`config.mk`:
```
export PLATFORM = sky130hd
export DESIGN_NAME = pdm_decimator
export DESIGN_NICKNAME = d
export VERILOG_FILES = /design/src/rtl/pdm_pkg.sv /design/src/rtl/pdm_chan.sv /design/src/rtl/pdm_decimator.sv
export SDC_FILE = /design/constraint.sdc
export NUM_CORES = 1
export LEC_CHECK = 0
export CORE_ASPECT_RATIO = 0.6
export CORE_MARGIN = 2
export CORE_UTILIZATION = 30
export DETAILED_ROUTE_END_ITERATION = 10
export SLEW_MARGIN = 25
export SYNTH_ARGS = -nofsm -noshare
export SYNTH_HDL_FRONTEND = slang
export SYNTH_SLANG_ARGS = --single-unit
```
`constraint.sdc`:
```
create_clock -name clk -period 3.9 [get_ports clk]
set_input_delay 0.975 -clock clk [delete_from_list [all_inputs] [get_ports clk]]
set_output_delay 0.975 -clock clk [all_outputs]
set_load 0.01 [all_outputs]
```
`src/rtl/pdm_pkg.sv`:
```
// pdm_pkg
//   Shared helpers for the PDM decimator.
//   width_ok()     : legality check of the output width against the window size.
//   sat_to_width() : clamps a wide signed value to the signed range of a w-bit word.
package pdm_pkg;

    // The output must be at least as wide as the window count. Otherwise the
    // window-to-PCM scaling would be a right shift, which this datapath does not provide.
    function automatic bit width_ok(input int out_w, input int win_log2);
        return out_w >= win_log2;
    endfunction

    function automatic logic signed [63:0] sat_to_width(
        input logic signed [63:0] v,
        input int                 w
    );
        logic signed [63:0] hi;
        logic signed [63:0] lo;
        hi = (64'sd1 <<< (w - 1)) - 64'sd1;
        lo = -(64'sd1 <<< (w - 1));
        if (v > hi)
            return hi;
        else if (v < lo)
            return lo;
        return v;
    endfunction

endpackage

```
`src/rtl/pdm_chan.sv`:
```
// pdm_chan
//   One channel of the PDM decimator. It counts the ones in the current window,
//   centres the count at window end, and boxcar-averages the result against the
//   previous windows. It then scales and saturates to signed PCM and tracks the
//   running peaks.
// Ports
//   clk, rst_n  clock, asynchronous active-low reset
//   en          sample enable; low holds accumulator and history
//   clr         synchronous clear of the peak registers
//   win_end     last sample of the window is present this cycle (includes en)
//   pcm_vld     shared strobe: pcm holds a new value this cycle
//   pdm_bit     this channel's PDM bit
//   pcm         signed PCM result, updated on the edge that ends the window
//   pk_max      largest pcm seen since reset/clr
//   pk_min      smallest pcm seen since reset/clr
module pdm_chan
    import pdm_pkg::*;
#(
    parameter int WIN_LOG2 = 11,
    parameter int AVG_LOG2 = 1,
    parameter int OUT_W    = 16
) (
    input  logic                    clk,
    input  logic                    rst_n,
    input  logic                    en,
    input  logic                    clr,
    input  logic                    win_end,
    input  logic                    pcm_vld,
    input  logic                    pdm_bit,
    output logic signed [OUT_W-1:0] pcm,
    output logic signed [OUT_W-1:0] pk_max,
    output logic signed [OUT_W-1:0] pk_min
);

    localparam int CW        = WIN_LOG2 + 1;
    localparam int SW        = CW + AVG_LOG2;
    localparam int AVG_DEPTH = 1 << AVG_LOG2;
    localparam int SHIFT     = OUT_W - WIN_LOG2;
    // The newest centred count is summed straight from the combinational path.
    // Only the older AVG_DEPTH-1 entries need storage.
    localparam int HD        = (AVG_DEPTH > 1) ? AVG_DEPTH - 1 : 1;
    localparam logic [CW-1:0] MID = CW'(1 << (WIN_LOG2 - 1));

    logic        [CW-1:0]    acc;
    logic        [CW-1:0]    acc_nxt;
    logic signed [CW-1:0]    cen;
    logic signed [CW-1:0]    hist [HD];
    logic signed [SW-1:0]    sum;
    logic signed [63:0]      scaled;
    logic signed [OUT_W-1:0] pcm_nxt;

    // The window-end sample is folded in before centring, so it counts toward this window.
    always_comb begin
        acc_nxt = acc + CW'(pdm_bit);
        cen     = signed'(acc_nxt - MID);
        sum     = SW'(cen);
        for (int i = 0; i < AVG_DEPTH - 1; i++)
            sum = sum + SW'(hist[i]);
        scaled  = (64'(sum) >>> AVG_LOG2) <<< SHIFT;
        pcm_nxt = OUT_W'(sat_to_width(scaled, OUT_W));
    end

    always_ff @(posedge clk or negedge rst_n) begin
        if (!rst_n) begin
            acc <= '0;
            pcm <= '0;
            for (int i = 0; i < HD; i++)
                hist[i] <= '0;
        end else begin
            if (en)
                acc <= win_end ? '0 : acc_nxt;
            if (win_end) begin
                pcm     <= pcm_nxt;
                hist[0] <= cen;
                for (int i = 1; i < HD; i++)
                    hist[i] <= hist[i-1];
            end
        end
    end

    // Peaks follow pcm one cycle behind the strobe.
    // A clear that lands on a strobe restarts tracking from the new value.
    always_ff @(posedge clk or negedge rst_n) begin
        if (!rst_n) begin
            pk_max <= '0;
            pk_min <= '0;
        end else if (clr && pcm_vld) begin
            pk_max <= pcm;
            pk_min <= pcm;
        end else if (clr) begin
            pk_max <= '0;
            pk_min <= '0;
        end else if (pcm_vld) begin
            if (pcm > pk_max)
                pk_max <= pcm;
            if (pcm < pk_min)
                pk_min <= pcm;
        end
    end

endmodule

```
`src/rtl/pdm_decimator.sv`:
```
// pdm_decimator
//   Multi-channel PDM-to-PCM demodulator with per-channel peak tracking.
//   This module holds the shared window counter, output strobe and warm-up
//   flag, and instantiates one pdm_chan per channel.
// Ports
//   clk      system clock
//   rst_n    asynchronous active-low reset
//   en       sample enable; low freezes window progress
//   clr      synchronous clear of all peak trackers
//   pdm_in   one PDM bit per channel
//   pcm_out  signed PCM per channel, ch0 in [OUT_W-1:0]
//   pcm_vld  one-cycle strobe marking new pcm_out values
//   primed   sticky; high once the averaging history is fully populated
//   pk_max   per-channel maximum of pcm_out since reset/clr
//   pk_min   per-channel minimum of pcm_out since reset/clr
module pdm_decimator
    import pdm_pkg::*;
#(
    parameter int NUM_CH   = 2,
    parameter int WIN_LOG2 = 11,
    parameter int AVG_LOG2 = 1,
    parameter int OUT_W    = 16
) (
    input  logic                    clk,
    input  logic                    rst_n,
    input  logic                    en,
    input  logic                    clr,
    input  logic [NUM_CH-1:0]       pdm_in,
    output logic [NUM_CH*OUT_W-1:0] pcm_out,
    output logic                    pcm_vld,
    output logic                    primed,
    output logic [NUM_CH*OUT_W-1:0] pk_max,
    output logic [NUM_CH*OUT_W-1:0] pk_min
);

    generate
        if (!width_ok(OUT_W, WIN_LOG2)) begin : g_bad_width
            $error("pdm_decimator: OUT_W (%0d) must be >= WIN_LOG2 (%0d)", OUT_W, WIN_LOG2);
        end
    endgenerate

    localparam logic [AVG_LOG2:0] PRIME_AT = (AVG_LOG2 + 1)'((1 << AVG_LOG2) - 1);

    logic [WIN_LOG2-1:0] win_cnt;
    logic [AVG_LOG2:0]   vld_cnt;
    logic                win_end;

    assign win_end = en && (win_cnt == '1);

    always_ff @(posedge clk or negedge rst_n) begin
        if (!rst_n) begin
            win_cnt <= '0;
            vld_cnt <= '0;
            pcm_vld <= 1'b0;
            primed  <= 1'b0;
        end else begin
            pcm_vld <= win_end;
            if (en)
                win_cnt <= win_cnt + WIN_LOG2'(1);
            // Once primed, the count no longer matters, so it stops advancing.
            if (win_end && !primed) begin
                vld_cnt <= vld_cnt + (AVG_LOG2 + 1)'(1);
                if (vld_cnt == PRIME_AT)
                    primed <= 1'b1;
            end
        end
    end

    for (genvar g = 0; g < NUM_CH; g++) begin : g_ch
        pdm_chan #(
            .WIN_LOG2 (WIN_LOG2),
            .AVG_LOG2 (AVG_LOG2),
            .OUT_W    (OUT_W)
        ) u_chan (
            .clk     (clk),
            .rst_n   (rst_n),
            .en      (en),
            .clr     (clr),
            .win_end (win_end),
            .pcm_vld (pcm_vld),
            .pdm_bit (pdm_in[g]),
            .pcm     (pcm_out[g*OUT_W +: OUT_W]),
            .pk_max  (pk_max[g*OUT_W +: OUT_W]),
            .pk_min  (pk_min[g*OUT_W +: OUT_W])
        );
    end

endmodule
```
; After elaboration in Yosys (flattened, before gate mapping)
; Cells that the tools add are included.
[word_totals]
input_bits = 6
regBits = 159
out_inout_bits = 98
wordCells = 74
[classes]
magnitude_cmp = 8
n_eq_ne = 2
reduce_logical = 14
mux = 28
addsub = 8
[ops]
columns = cell, count
row1 = 16-bit two-way mux, 22
row2 = "17-bit by 16-bit greater-than comparator with 1-bit output, second input constant", 2
row3 = "17-bit by 16-bit < comparator with 1-bit output, second input constant", 2
row4 = 16-bit greater-than comparator, 2
row5 = 16-bit < comparator, 2
row6 = 12-bit by 12-bit adder with 13-bit output, 2
row7 = 12-bit by 1-bit adder with 12-bit output, 2
row8 = 12-bit two-way mux, 2
row9 = "12-bit by 11-bit subtractor with 12-bit output, second input constant", 2
row10 = 3-bit nonzero test, 5
row11 = "11-bit by 1-bit adder with 11-bit output, second input constant", 1
row12 = "11-bit == test, second input constant", 1
row13 = 2-bit AND reduction, 5
row14 = 1-bit two-way mux, 4
row15 = 1-bit logical AND, 3
row16 = "2-bit by 1-bit adder with 2-bit output, second input constant", 1
row17 = "2-bit by 1-bit == test with 1-bit output, second input constant", 1
row18 = 1-bit logical NOT, 1

; Logic depth before layout (Yosys ltp)
[logic_depth]
word_depth = 7
ltp_mapped = 18
mapped_depth_nobuf = 18

; Cells and area by module
; From an unflattened synthesis, not the netlist that was laid out.
[hier_totals]
hier_cells = 899
area_unflattened_um2 = 8592.0
[modules_own_cells]
columns = module, instances, area_per_inst_um2, cells_each, seq_area_each_um2
row1 = pdm_chan at g_ch[0].u_chan, 1, 4008.8, 434, 1501.4
row2 = pdm_chan at g_ch[1].u_chan, 1, 3910.0, 414, 1501.4
row3 = pdm_decimator, 1, 673.1, 51, 375.4

; Worst setup path before layout
; Ideal clock, no wire load.
[synth_path]
kind = input to register
startpoint = input port pdm_in[0]
endpoint = register g_ch[0].u_chan.pcm[13]
setup_ns = 0.123
setup_slack_ns = -0.594
arrival_time_ns = 4.372
cell_stages = 14
required_ns = 3.777
path_buffers = 1
path_cell_list = ha_1 ha_1 nand2_1 or2_2 xnor2_1 ha_1 or3_1 o31a_2 o2111a_1 a2111o_1 ha_1 clkbuf_1 nand2_1 o221a_2
[synth_between]
elab_chain_len = 7
elab_cells_between_ends = 9
cone_classes = 3 x add/sub / 2 x order compare / 4 x mux
[synth_lines]
columns = element, line_no
row1 = from (decl), pdm_decimator.sv:28  ; input logic [NUM_CH-1:0] pdm_in,
row2 = 12-bit by 1-bit adder with 12-bit output (*), pdm_chan.sv:54  ; acc_nxt = acc + CW'(pdm_bit);
row3 = net g_ch[0].u_chan.acc_nxt[6], pdm_chan.sv:45  ; logic [CW-1:0] acc_nxt;
row4 = 12-bit by 11-bit subtractor with 12-bit output (*), pdm_chan.sv:55  ; cen = signed'(acc_nxt - MID);
row5 = 12-bit by 12-bit adder with 13-bit output (*), pdm_chan.sv:58  ; sum = sum + SW'(hist[i]);
row6 = 17-bit by 16-bit < comparator with 1-bit output, pdm_pkg.sv:23  ; else if (v < lo)
row7 = 1-bit two-way mux, pdm_pkg.sv:23
row8 = 1-bit two-way mux, pdm_pkg.sv:21  ; if (v > hi)
row9 = 16-bit two-way mux (*), pdm_pkg.sv:25  ; return v;
row10 = to (signal assigned), pdm_chan.sv:73  ; pcm <= pcm_nxt;
row11 = to (decl), pdm_chan.sv:30  ; output logic signed [OUT_W-1:0] pcm,
; The timed path passes the listed nets; every way through them passes the cells marked *.
; A chain may end at the register's enable or synchronous reset.

; Final worst setup path
[layout_path]
startpoint = input port pdm_in[0]
endpoint = register g_ch[0].u_chan.pcm[6]
; Same word-level chain as after synthesis.

==> results.cfg <==
[synth]
ys.flop_type = dfrtp_1
synth_edf_count = 0
synth_top_area_share_pct = 40.33
async_reset_ff_share_pct = 100.0
netlist_area_um2 = 8376
ys_seq_area_share_pct = 40.33
synth_seq_cells = 135
netlist_instances = 893
synth.distinct_cells = 58
synth.area.top_cells = dfrtp_1 40%, ha_1 13%, nand2_1 4.9%
ys_warn_count = 0
syn-num-nets = 986
synth_area_leader_cell = dfrtp_1
synth_area_per_cell_um2 = 9.379

[worst_setup_path]
start_kind = primary input
critPathTopFamily = compound AO/OA/AOI/OAI gates
cpMostUsedCell = ha_4
cp_slowest_stage_delay_ns = 0.44
cp_max_fo = 7
crit_required_ns = 4.27
cp_cell_sequence = clkbuf_2 > ha_4 > ha_4 > nand2_4 > nor2_2 > and3_4 > xnor2_2 > ha_2 > or3_1 > o31a_2 > o2111a_1 > a2111o_1 > ha_4 > nor2_2 > a211oi_1 > a21o_1
crit_type = primary input to flop
worstPathArrival_ns = 4.14
cp_slowest_cell = a2111o_1
crit_path_end_kind = flop
cp.buffers_inverters = 1

[die]
ioPinCount = 104
start_util_pct = 30.43
row_count = 47
die_h_um = 133.4
die_area_um2 = 29310
core-area_um2 = 27520
die_w_um = 219.7

[clock_tree]
ctsHoldBuffers = 0
cts_root_buf = clkbuf_16
cts_buffer_depth = 2
htree_levels = 4
tritoncts = done
clock-sinks = 135
insertion_delay_ns = 0.44
cts_buffers = 17
clk_pin_slew_worst_paths_ns = 0.06

[timing]
drv_slew = 0
max_slew_margin_pct = 48.04
fmax_ghz = 0.2656
finalCriticalPeriod_ns = 3.765
worst_pin_slew_ns = 0.7757
finClkSkew_ns = 0.007877
hold_violations = 0
grt_setup_unrepaired = no
setup_viol = 0
period_share_pct = 96.55
whs_ns = 0.4705

[finish]
fillers = 2737
fin_area_um2 = 11200
multi_input_area_um2 = 4731
drive_above_1_share_pct = 17.42
areaGrowthSynthToFinish_pct = 33.73
antenna_cells = 0
nets = 1143
utilization_pct = 40.70
regArea_um2 = 3378

[flow_run]
max_cap_viol_count = 0

[place]
dp_hpwl_um = 15710
dpl-instance-area_um2 = 10380
port_buffers = 103
finalWeightedCongestion = 0.8330

[routing]
top_layer = met4
drtIter0Drc = 343
dr_wl_met2_um = 9063
dr.pass1.iters = 5
routed_wl_um = 21780
ant_nets = 0
wl_met3_um = 835
num_vias = 6836
wl_per_cell_um = 15.24
wl_met1_um = 11710
viasPerCell = 4.784
drc = 0

[hold_path]
hp-class = flop to flop

[pwr]
power_w = 0.004145
power.density_nw_per_um2 = 370.1
vdd_drop_max_mv = 0.2586
p_leak_nw = 5.327

[grt]
gr-usage-all-layers_pct = 15.34
grt_max_degree = 75
grt_first_pass_wirelength_um = 35450
overflow = 0
grt_pass1_vias = 6547
antenna_found_initial = 0

[outcome]
status = finished, final reports clean
-- per-layer routing --
layer,track usage (%),up-vias
met3,4.064,14
met1,23.47,3318
met2,21.40,89
li1,-,3415
met5,0,-
met4,3.169,0
-- area by class of cell --
type / instances / area share [%]
clock buffer: 22 / 4.055
clock inverter: 9 / 1.340
inverter: 74 / 2.480
multi-input combinational: 628 / 42.24
sequential: 135 / 30.16
tap: 367 / 4.100
timing repair buffer: 194 / 15.63
-- worst paths after layout --
check / startpoint / to / slack [ns] / cells after the start
setup / recovery: pdm_in[0] / g_ch[0].u_chan.pcm[6] / 0.13 / 16
setup reg to reg: g_ch[0].u_chan.acc[0] / g_ch[0].u_chan.pcm[6] / 0.38 / 15
hold / removal: win_cnt[9] / win_cnt[9] / 0.47 / 1
hold reg to reg: win_cnt[9] / win_cnt[9] / 0.47 / 1
max in group asynchronous: rst_n / g_ch[1].u_chan.hist[5] / 2.57 / 2
min in group asynchronous: rst_n / g_ch[0].u_chan.hist[3] / 0.55 / 1
-- through the flow --
stage               setup TNS (ns)  setup slack, ns  cells
finish                           0           0.1346   1429
global route                     0          0.01366   1429
CTS                              0         0.005595   1426
detailed placement          -14.89          -0.7107   1394
global placement            -12.78          -0.6186   1394
floorplan                 -0.01148         -0.01148    893
-- registers in the layout (all words and copies together) (netlist names) --
register,flops
g_ch.u_chan.acc,24
g_ch.u_chan.hist,24
g_ch.u_chan.pcm,24
g_ch.u_chan.pk_max,24
g_ch.u_chan.pk_min,24
pcm_vld,1
primed,1
vld_cnt,2
win_cnt,11
-- worst reg2reg max path, stage by stage, from the launching register on --
cell and delay, ns:
dfrtp_1 0.40, ha_4 0.18, ha_4 0.16, nand2_4 0.09, nor2_2 0.05, and3_4 0.18, xnor2_2 0.14, ha_2 0.18
or3_1 0.36, o31a_2 0.38, o2111a_1 0.14, a2111o_1 0.44, ha_4 0.35, nor2_2 0.06, a211oi_1 0.23, a21o_1 0.11
-- placed cells by master (no fill, tap or decap), types with 5 or more instances in the layout --
cell type	Yosys	layout
dfrtp_1	135	135
nand2_1	109	105
clkdlybuf4s50_1	0	100
buf_4	24	88
ha_1	85	75
inv_1	73	71
o21ai_0	53	51
nor2_1	49	46
a22o_1	37	37
nand3_1	33	32
xnor2_1	36	32
a21oi_1	37	31
a21o_1	21	21
clkbuf_16	0	17
xor2_1	16	13
mux2i_1	13	13
o31ai_1	11	11
nand4_1	10	10
o21a_1	9	9
nand2b_1	8	8
nor2b_1	9	7
nor3_1	9	6
and3_1	8	6
a211oi_1	7	6
ha_4	0	6
a21oi_2	0	5
-- synthesized netlist by cell type (4+ instances only) --
cell / count
a211o_1: 4
a211oi_1: 7
a21o_1: 21
a21oi_1: 37
a22o_1: 37
a31oi_1: 6
and2_1: 4
and3_1: 8
buf_4: 24
clkbuf_1: 29
dfrtp_1: 135
ha_1: 85
inv_1: 73
mux2i_1: 13
nand2_1: 109
nand2b_1: 8
nand3_1: 33
nand4_1: 10
nor2_1: 49
nor2b_1: 9
nor3_1: 9
o21a_1: 9
o21ai_0: 53
o22ai_1: 4
o31ai_1: 11
or3_1: 5
xnor2_1: 36
xor2_1: 16
-- report_power, final --
part           internal [W]  switching [W]
registers           0.00149       0.000123
clock network       0.00108       0.000633
logic              0.000422       0.000396
total               0.00299        0.00115
-- cell families (layout without fill, tap and decap cells) --
kind of cell / after synthesis / after routing / share of synthesized area (%)
buffers and inverters: 130 / 299 / 6.946
DFF: 135 / 135 / 40.33
xor gates and xnor gates: 52 / 52 / 5.438
AOI/OAI and AO/OA: 216 / 216 / 17.70
and+or+nand+nor: 257 / 257 / 14.45
adders and majority gates: 87 / 87 / 13.18
muxes: 16 / 16 / 1.957
-- what timing repair did --
item,CTS,global route
setup buffers,1,3
pin swaps,2,17
hold endpoints to repair,0,0
endpoints found under the setup margin,22,22
gates cloned,0,0
resized for setup,11,33
Power figures use the tool's default switching activity.
